$ cat config.mk
export PLATFORM = sky130hd
export DESIGN_NAME = mpe_dispatch
export DESIGN_NICKNAME = d
export VERILOG_FILES = /design/src/rtl/mpe_dispatch.sv
export SDC_FILE = /design/constraint.sdc
export NUM_CORES = 1
export LEC_CHECK = 0
export CORE_UTILIZATION = 43
export DETAILED_ROUTE_END_ITERATION = 10
export HOLD_SLACK_MARGIN = 0.1
export PLACE_DENSITY = 0.76
export SETUP_SLACK_MARGIN = 0.1
export SLEW_MARGIN = 25
export SYNTH_ARGS = -nofsm -noshare
export SYNTH_HDL_FRONTEND = slang
export SYNTH_SLANG_ARGS = --single-unit
$ cat constraint.sdc
create_clock -name clk -period 2 [get_ports clk]
set_input_delay 0.4 -clock clk [delete_from_list [all_inputs] [get_ports clk]]
set_output_delay 0.4 -clock clk [all_outputs]
set_load 0.03 [all_outputs]
$ cat src/rtl/mpe_dispatch.sv
`default_nettype none
// ----------------------------------------------------------------------------
// mpe_dispatch : hands one uop to the matrix PE, then streams NRAM/WRAM reads
// Rev 1.0
// ----------------------------------------------------------------------------
module mpe_dispatch #(
   parameter int AW = 16,
   parameter int LW = 8
) (
   input  logic          clk,
   input  logic          rst_n,
   input  logic          cmd_valid,
   output logic          cmd_ready,
   input  logic [7:0]    cmd_uop,
   input  logic [AW-1:0] cmd_n_base,
   input  logic [AW-1:0] cmd_w_base,
   input  logic [LW-1:0] cmd_len,
   output logic [7:0]    ib_ctl_uop,
   output logic          ib_ctl_uop_valid,
   input  logic          ib_ctl_uop_ready,
   output logic [AW-1:0] nram_raddr,
   output logic          nram_rd_valid,
   input  logic          nram_rd_ready,
   output logic [AW-1:0] wram_raddr,
   output logic          wram_rd_valid,
   input  logic          wram_rd_ready,
   input  logic          pe_vld_o,
   output logic          busy,
   output logic          done,
   output logic          err_len0,
   output logic [15:0]   cmd_cnt
);

   typedef enum logic [1:0] {
      S_IDLE  = 2'd0,
      S_ISSUE = 2'd1,
      S_FETCH = 2'd2,
      S_WAIT  = 2'd3
   } state_t;

   state_t        r_state;
   state_t        w_state_nxt;
   logic [7:0]    r_uop;
   logic [AW-1:0] r_n_addr;
   logic [AW-1:0] r_w_addr;
   logic [LW-1:0] r_n_rem;
   logic [LW-1:0] r_w_rem;
   logic          r_pe_seen;
   logic          r_err;
   logic [15:0]   r_cnt;

   logic          w_cmd_hs;
   logic          w_n_hs;
   logic          w_w_hs;
   logic          w_n_empty_nxt;
   logic          w_w_empty_nxt;
   logic          w_fetch_end;

   // Valids depend only on registered state, so no ready->valid comb path.
   assign cmd_ready        = (r_state == S_IDLE);
   assign busy             = (r_state != S_IDLE);
   assign ib_ctl_uop       = r_uop;
   assign ib_ctl_uop_valid = (r_state == S_ISSUE);
   assign nram_raddr       = r_n_addr;
   assign wram_raddr       = r_w_addr;
   assign nram_rd_valid    = (r_state == S_FETCH) && (r_n_rem != '0);
   assign wram_rd_valid    = (r_state == S_FETCH) && (r_w_rem != '0);
   assign err_len0         = r_err;
   assign cmd_cnt          = r_cnt;

   assign w_cmd_hs      = cmd_valid && cmd_ready;
   assign w_n_hs        = nram_rd_valid && nram_rd_ready;
   assign w_w_hs        = wram_rd_valid && wram_rd_ready;
   assign w_n_empty_nxt = (r_n_rem == '0) || (w_n_hs && (r_n_rem == LW'(1)));
   assign w_w_empty_nxt = (r_w_rem == '0) || (w_w_hs && (r_w_rem == LW'(1)));
   assign w_fetch_end   = (r_state == S_FETCH) && w_n_empty_nxt && w_w_empty_nxt;

   always_comb begin
      w_state_nxt = r_state;
      done        = 1'b0;
      case (r_state)
         S_IDLE: begin
            if (w_cmd_hs && (cmd_len != '0)) begin
               w_state_nxt = S_ISSUE;
            end
         end
         S_ISSUE: begin
            if (ib_ctl_uop_ready) begin
               w_state_nxt = S_FETCH;
            end
         end
         S_FETCH: begin
            // A result that arrived early finishes the command without visiting WAIT.
            if (w_fetch_end) begin
               if (r_pe_seen || pe_vld_o) begin
                  w_state_nxt = S_IDLE;
                  done        = 1'b1;
               end else begin
                  w_state_nxt = S_WAIT;
               end
            end
         end
         S_WAIT: begin
            if (pe_vld_o) begin
               w_state_nxt = S_IDLE;
               done        = 1'b1;
            end
         end
         default: w_state_nxt = S_IDLE;
      endcase
   end

   always_ff @(posedge clk) begin
      if (!rst_n) begin
         r_state   <= S_IDLE;
         r_uop     <= '0;
         r_n_addr  <= '0;
         r_w_addr  <= '0;
         r_n_rem   <= '0;
         r_w_rem   <= '0;
         r_pe_seen <= 1'b0;
         r_err     <= 1'b0;
         r_cnt     <= '0;
      end else begin
         r_state <= w_state_nxt;
         r_err   <= w_cmd_hs && (cmd_len == '0);
         if (w_cmd_hs) begin
            r_uop     <= cmd_uop;
            r_n_addr  <= cmd_n_base;
            r_w_addr  <= cmd_w_base;
            r_n_rem   <= cmd_len;
            r_w_rem   <= cmd_len;
            r_pe_seen <= 1'b0;
         end
         if (w_n_hs) begin
            r_n_addr <= r_n_addr + AW'(1);
            r_n_rem  <= r_n_rem - LW'(1);
         end
         if (w_w_hs) begin
            r_w_addr <= r_w_addr + AW'(1);
            r_w_rem  <= r_w_rem - LW'(1);
         end
         if ((r_state == S_FETCH) && pe_vld_o) begin
            r_pe_seen <= 1'b1;
         end
         if (done) begin
            r_cnt <= r_cnt + 16'd1;
         end
      end
   end

endmodule
`default_nettype wire
After elaboration in Yosys (flattened, before gate mapping). Index checks and enable logic that the tools add are counted. Widths: inputs -> output; s select.

Register bits after elaboration: 76. Word-level logic and storage cells: 69. Input bits: 55. Output and inout bits: 63.

Multiplexer cells: 19. $add $sub $neg: 5. Equal/unequal tests: 9. Reduce and logical (&&, ||, !) cells: 27.

Operators with widths (number): $mux 16 (4); $add 16x1->16 const B (3); $logic_not 8->1 (3); $mux 8 (3); $reduce_bool 8->1 (3); $eq 8x1->1 const B (2); $sub 8x1->8 const B (2); $logic_and 1x1->1 (12); $mux 2 (5); $pmux 2 s4 (1); $reduce_bool 2->1 (4); $mux 1 (5); $eq 2x2->1 const B (2); $ne 2x1->1 const B (2); $ne 2x2->1 const B (2); $reduce_and 4->1 (1); $logic_or 1x1->1 (3); $eq 2x1->1 const B (1); $logic_not 2->1 (1); $pmux 1 s2 (1).

Logic depth before layout (Yosys ltp). Gate-level depths: netlist (run 1).

Depth after elaboration: 9. Depth in mapped cells: 8. Gate-level depth less buffers: 7.

Worst setup path before layout (run 1). OpenSTA, ideal clock, no wires.

Path kind: register -> output. Start point: register r_n_rem[4]. End point: output port done. Slack: -141 ps. Required time: 1600 ps. Cell stages (with the launch flop): 6. Data arrival time: 1741 ps. Buffers on the path: 1. Path through: dfxtp_1 -> or4_4 -> nor4_2 -> a22oi_2 -> clkbuf_1 -> inv_1.

Longest elaborated chain between the ends: 9. Elaborated cells between the ends (all ways): 11. Classes of those cells: 1 x eq/ne; 2 x mux; 8 x reduce/logical.

RTL lines: from (decl) (line 46) `logic [LW-1:0] r_n_rem;`; from (signal assigned) (line 131) `r_n_rem <= cmd_len;`; from (signal assigned) (line 137) `r_n_rem <= r_n_rem - LW'(1);`; $reduce_bool 8->1 (line 66) `assign nram_rd_valid = (r_state == S_FETCH) && (r_n_rem != '0);`; $logic_and 1x1->1 (line 66); $logic_and 1x1->1 (line 72) `assign w_n_hs = nram_rd_valid && nram_rd_ready;`; $logic_and 1x1->1 (line 74) `assign w_n_empty_nxt = (r_n_rem == '0) || (w_n_hs && (r_n_rem == LW'(1)));`; $logic_or 1x1->1 (*) (line 74); $logic_and 1x1->1 (*) (2 in a row) (line 76) `assign w_fetch_end = (r_state == S_FETCH) && w_n_empty_nxt && w_w_empty_nxt;`; $mux 1 (*) (line 94) `if (w_fetch_end) begin`; $pmux 1 s2 (*) (line 81) `case (r_state)`; to (decl) (line 29) `output logic done,`.

Mark *: on every way between the ends. The rest lies on a longest branch, timed or not.

Worst setup path in the final report (run 1).
Start point: register r_n_rem[7]. End point: output port done.

Same word-level chain as after synthesis.

==> out/metrics.cfg, run 1 <==
[run_status]
outcome = complete, but fails checks
violations = negative setup slack

[synth]
ys_ff_latch = 76
avgSynthCellArea_um2 = 7.78
ys.flop_type = dfxtp_1
seq_area_frac_synth_pct = 37.2
syn-num-nets = 588
synth_top_area_share_pct = 37.2
syn_area_um2 = 4090
synth_top_cells_by_count = dfxtp_1, nand2_1, a21oi_1
synth-edff-count = 0
yosys.area.top_type = dfxtp_1
syn_inst = 526
ys_top_cells_by_area = dfxtp_1, a21oi_1, nand2_1
synth_async_sr_flop_share_pct = 0
yosys.cell_count.top_type = dfxtp_1
synth.distinct_cells = 57
yosysWarnings = 0

[final_layout]
area_growth_pct = 66.9
ff_latch_area_um2 = 1570
drive_gt1_share_pct = 29.8
final-instance-count-excl-fill = 841
fin_area_um2 = 6830
nets = 769
post-route-util_pct = 73.9
nFillCells = 678
multi_input_area_um2 = 2830
diodes = 0

[critical_path]
worstPathCellList = or4_4 -> nor4_4 -> a22oi_2 -> buf_12 -> clkinv_4 -> buf_6
max_stage_delay_ns = 0.58
rr_worst_depth = 7
regToRegStartpoint = r_n_rem[7]
reg2reg_to = cmd_cnt[15]
crit_start = r_n_rem[7]
worstPathArrival_ns = 1.82
slowest_stage = or4_4
criticalPathCategory = reg -> out
r2r_slack_ns = -0.14
worstSetupStartpointType = register
cp-end-kind = primary output
required_ns = 1.60
timing.critical_path.to = done
cp_max_fo = 2

[pwr]
p_int_mw = 3.09
power.total_mw = 4.79
net-switching-power_mw = 1.70
powerDensity_nw_per_um2 = 702
pwr-share-clk_pct = 24.3
combPwrFrac_pct = 38.2
p_leak_nw = 2.79
switching_share_pct = 35.5
p_seq_share_pct = 37.5
ir_drop_mv = 0.446

[cts]
cts_sinks = 76
cts_max_level = 3
clk_pin_slew_worst_paths_ns = 0.08
cts_buffer_depth = 2
clk_latency_ns = 0.35
numCtsBuffers = 9
root_buffer = clkbuf_8
cts_tree = built

[min_path]
holdCritPathClass = reg -> reg

[global_route]
grtUsageTotal_pct = 26.6
grt_pass1_wl_um = 21600
antenna_found_initial = 0
grt_overflow = 0
grt_start_max_net_pins = 39
grt_pass1_vias = 4740

[sta]
fin_crit_sh_pct = 111
maxSlewHeadroom_pct = 67.2
rsz0062_at_grt = true
hold_violations = 0
tightest_slew_ns = 0.488
finalWorstSetupSlack_ns = -0.216
final.min_clock_period_ns = 2.22
slew_violations = 0
finClkSkew_ns = 0.00961
fmax_ghz = 0.451
finalSetupViolCount = 8

[floorplanning]
die_w_um = 99.5
die_h_um = 99.5
rows = 35
dieArea_um2 = 9910
initial_utilization_pct = 44.3
core_um2 = 9240
ioPinCount = 118

[detailed_routing]
ant_nets = 0
vias_per_cell = 5.94
first_iter_violations = 270
drc = 0
num_vias = 4992
routed_wl_um = 14100
wl_per_cell_um = 16.8
first_pass_iters = 4

[flow_run]
maxCapViolCount = 0

[place]
dpl.hpwl_um = 9100
place_inst = 808
placed_area_um2 = 5950
place_congestion = 0.899
io_buffers = 117

[cell usage in the layout, fill, tap and decap left out, types with 14 or more instances in the layout]
cell and instances:
dfxtp_2 14, buf_4 60, buf_6 19, clkdlybuf4s50_1 89
o21ai_0 25, dfxtp_1 55, nand2_1 62, a31oi_1 14
nor2_1 25, a21oi_1 45, inv_1 16, dlymetal6s2s_1 14
nand3_1 16
[worst max-delay path: cells and delay by family, from the launching register on]
kind,cells,cell delay [ns]
DFF,1,0.33
and+or+nand+nor,2,0.75
AOI/OAI and AO/OA,1,0.10
buffers and inverters,3,0.28
[cell type report]
class	instances	share of cell area (%)
Inverter	23	1.34
Tap cell	129	2.36
Clock inverter	5	0.788
Timing Repair Buffer	202	29.3
Clock buffer	11	1.92
Multi-Input combinational cell	395	41.4
Sequential cell	76	22.9
[how the worst min path moves through the flow]
stage | cells past startpoint | to | slack, ns | startpoint
after detailed placement | 2 | ib_ctl_uop[0] | 0.45 | ib_ctl_uop[0]
after CTS | 2 | ib_ctl_uop[3] | 0.46 | ib_ctl_uop[3]
after global routing | 2 | ib_ctl_uop[3] | 0.48 | ib_ctl_uop[3]
after floorplan | 1 | r_n_rem[0] | 0.43 | r_n_rem[0]
final | 2 | ib_ctl_uop[3] | 0.45 | ib_ctl_uop[3]
after global placement | 2 | ib_ctl_uop[7] | 0.44 | ib_ctl_uop[7]
[power by group through the flow]
stage,combinational (mW),clock [mW],sequential (mW)
final,1.83,1.16,1.80
after global routing,1.94,1.25,1.82
after CTS,1.62,1.17,1.78
after detailed placement,1.47,0,1.80
after global placement,1.44,0,1.80
after floorplan,0.616,0,1.95
[state kept, by name (all words and copies together), names as in the netlist]
name,count
r_state,2
cmd_cnt,16
r_pe_seen,1
nram_raddr,16
wram_raddr,16
r_n_rem,8
r_w_rem,8
err_len0,1
ib_ctl_uop,8
[routing by layer]
metal	up-vias	part of all wire, %	global-route usage (%)
met5	-	0	0
met4	0	2.2	9.05
met3	33	5.8	4.71
met2	203	51	45.8
met1	2405	41	33.6
li1	2351	-	-
[logic make-up (layout without fill, tap and decap cells)]
family          count (synthesis)  in the layout  share of synthesized area (%)
simple gates                  203            203                           25.4
fa+ha+maj                       7              7                           2.14
xor+xnor                        1              1                          0.214
buf+inv                        55            241                           5.08
compound gates                180            180                           28.9
flops                          76             76                           37.2
mux                             4              4                           1.07
[per-stage QoR]
step	setup WS (ns)	hold slack, ns	TNS, ns
after floorplan	0.110	0.432	0
after global placement	-0.327	0.443	-7.44
after detailed placement	-0.380	0.449	-10.11
after CTS	-0.207	0.459	-0.609
after global routing	-0.266	0.477	-1.18
final	-0.216	0.455	-0.593
[timing repair]
| action | CTS | global route |
|---|---|---|
| pin swaps | 15 | 36 |
| endpoints found under the hold margin | 0 | 0 |
| buffers inserted | 7 | 10 |
| endpoints found under the setup margin | 50 | 69 |
| hold buffers | 0 | 0 |
| gates resized for setup | 63 | 108 |
Note: power is estimated with default switching activity, not from simulation.
==> inputs of run 2 (changes only) <==
--- a/config.mk
+++ b/config.mk
@@ -10,7 +10,7 @@
 export HOLD_SLACK_MARGIN = 0.1
 export PLACE_DENSITY = 0.76
 export SETUP_SLACK_MARGIN = 0.1
-export SLEW_MARGIN = 25
+export SLEW_MARGIN = 20
 export SYNTH_ARGS = -nofsm -noshare
 export SYNTH_HDL_FRONTEND = slang
 export SYNTH_SLANG_ARGS = --single-unit
==> results of run 2 <==
No change in the layout: final DEF, timing and power equal those of run 1.
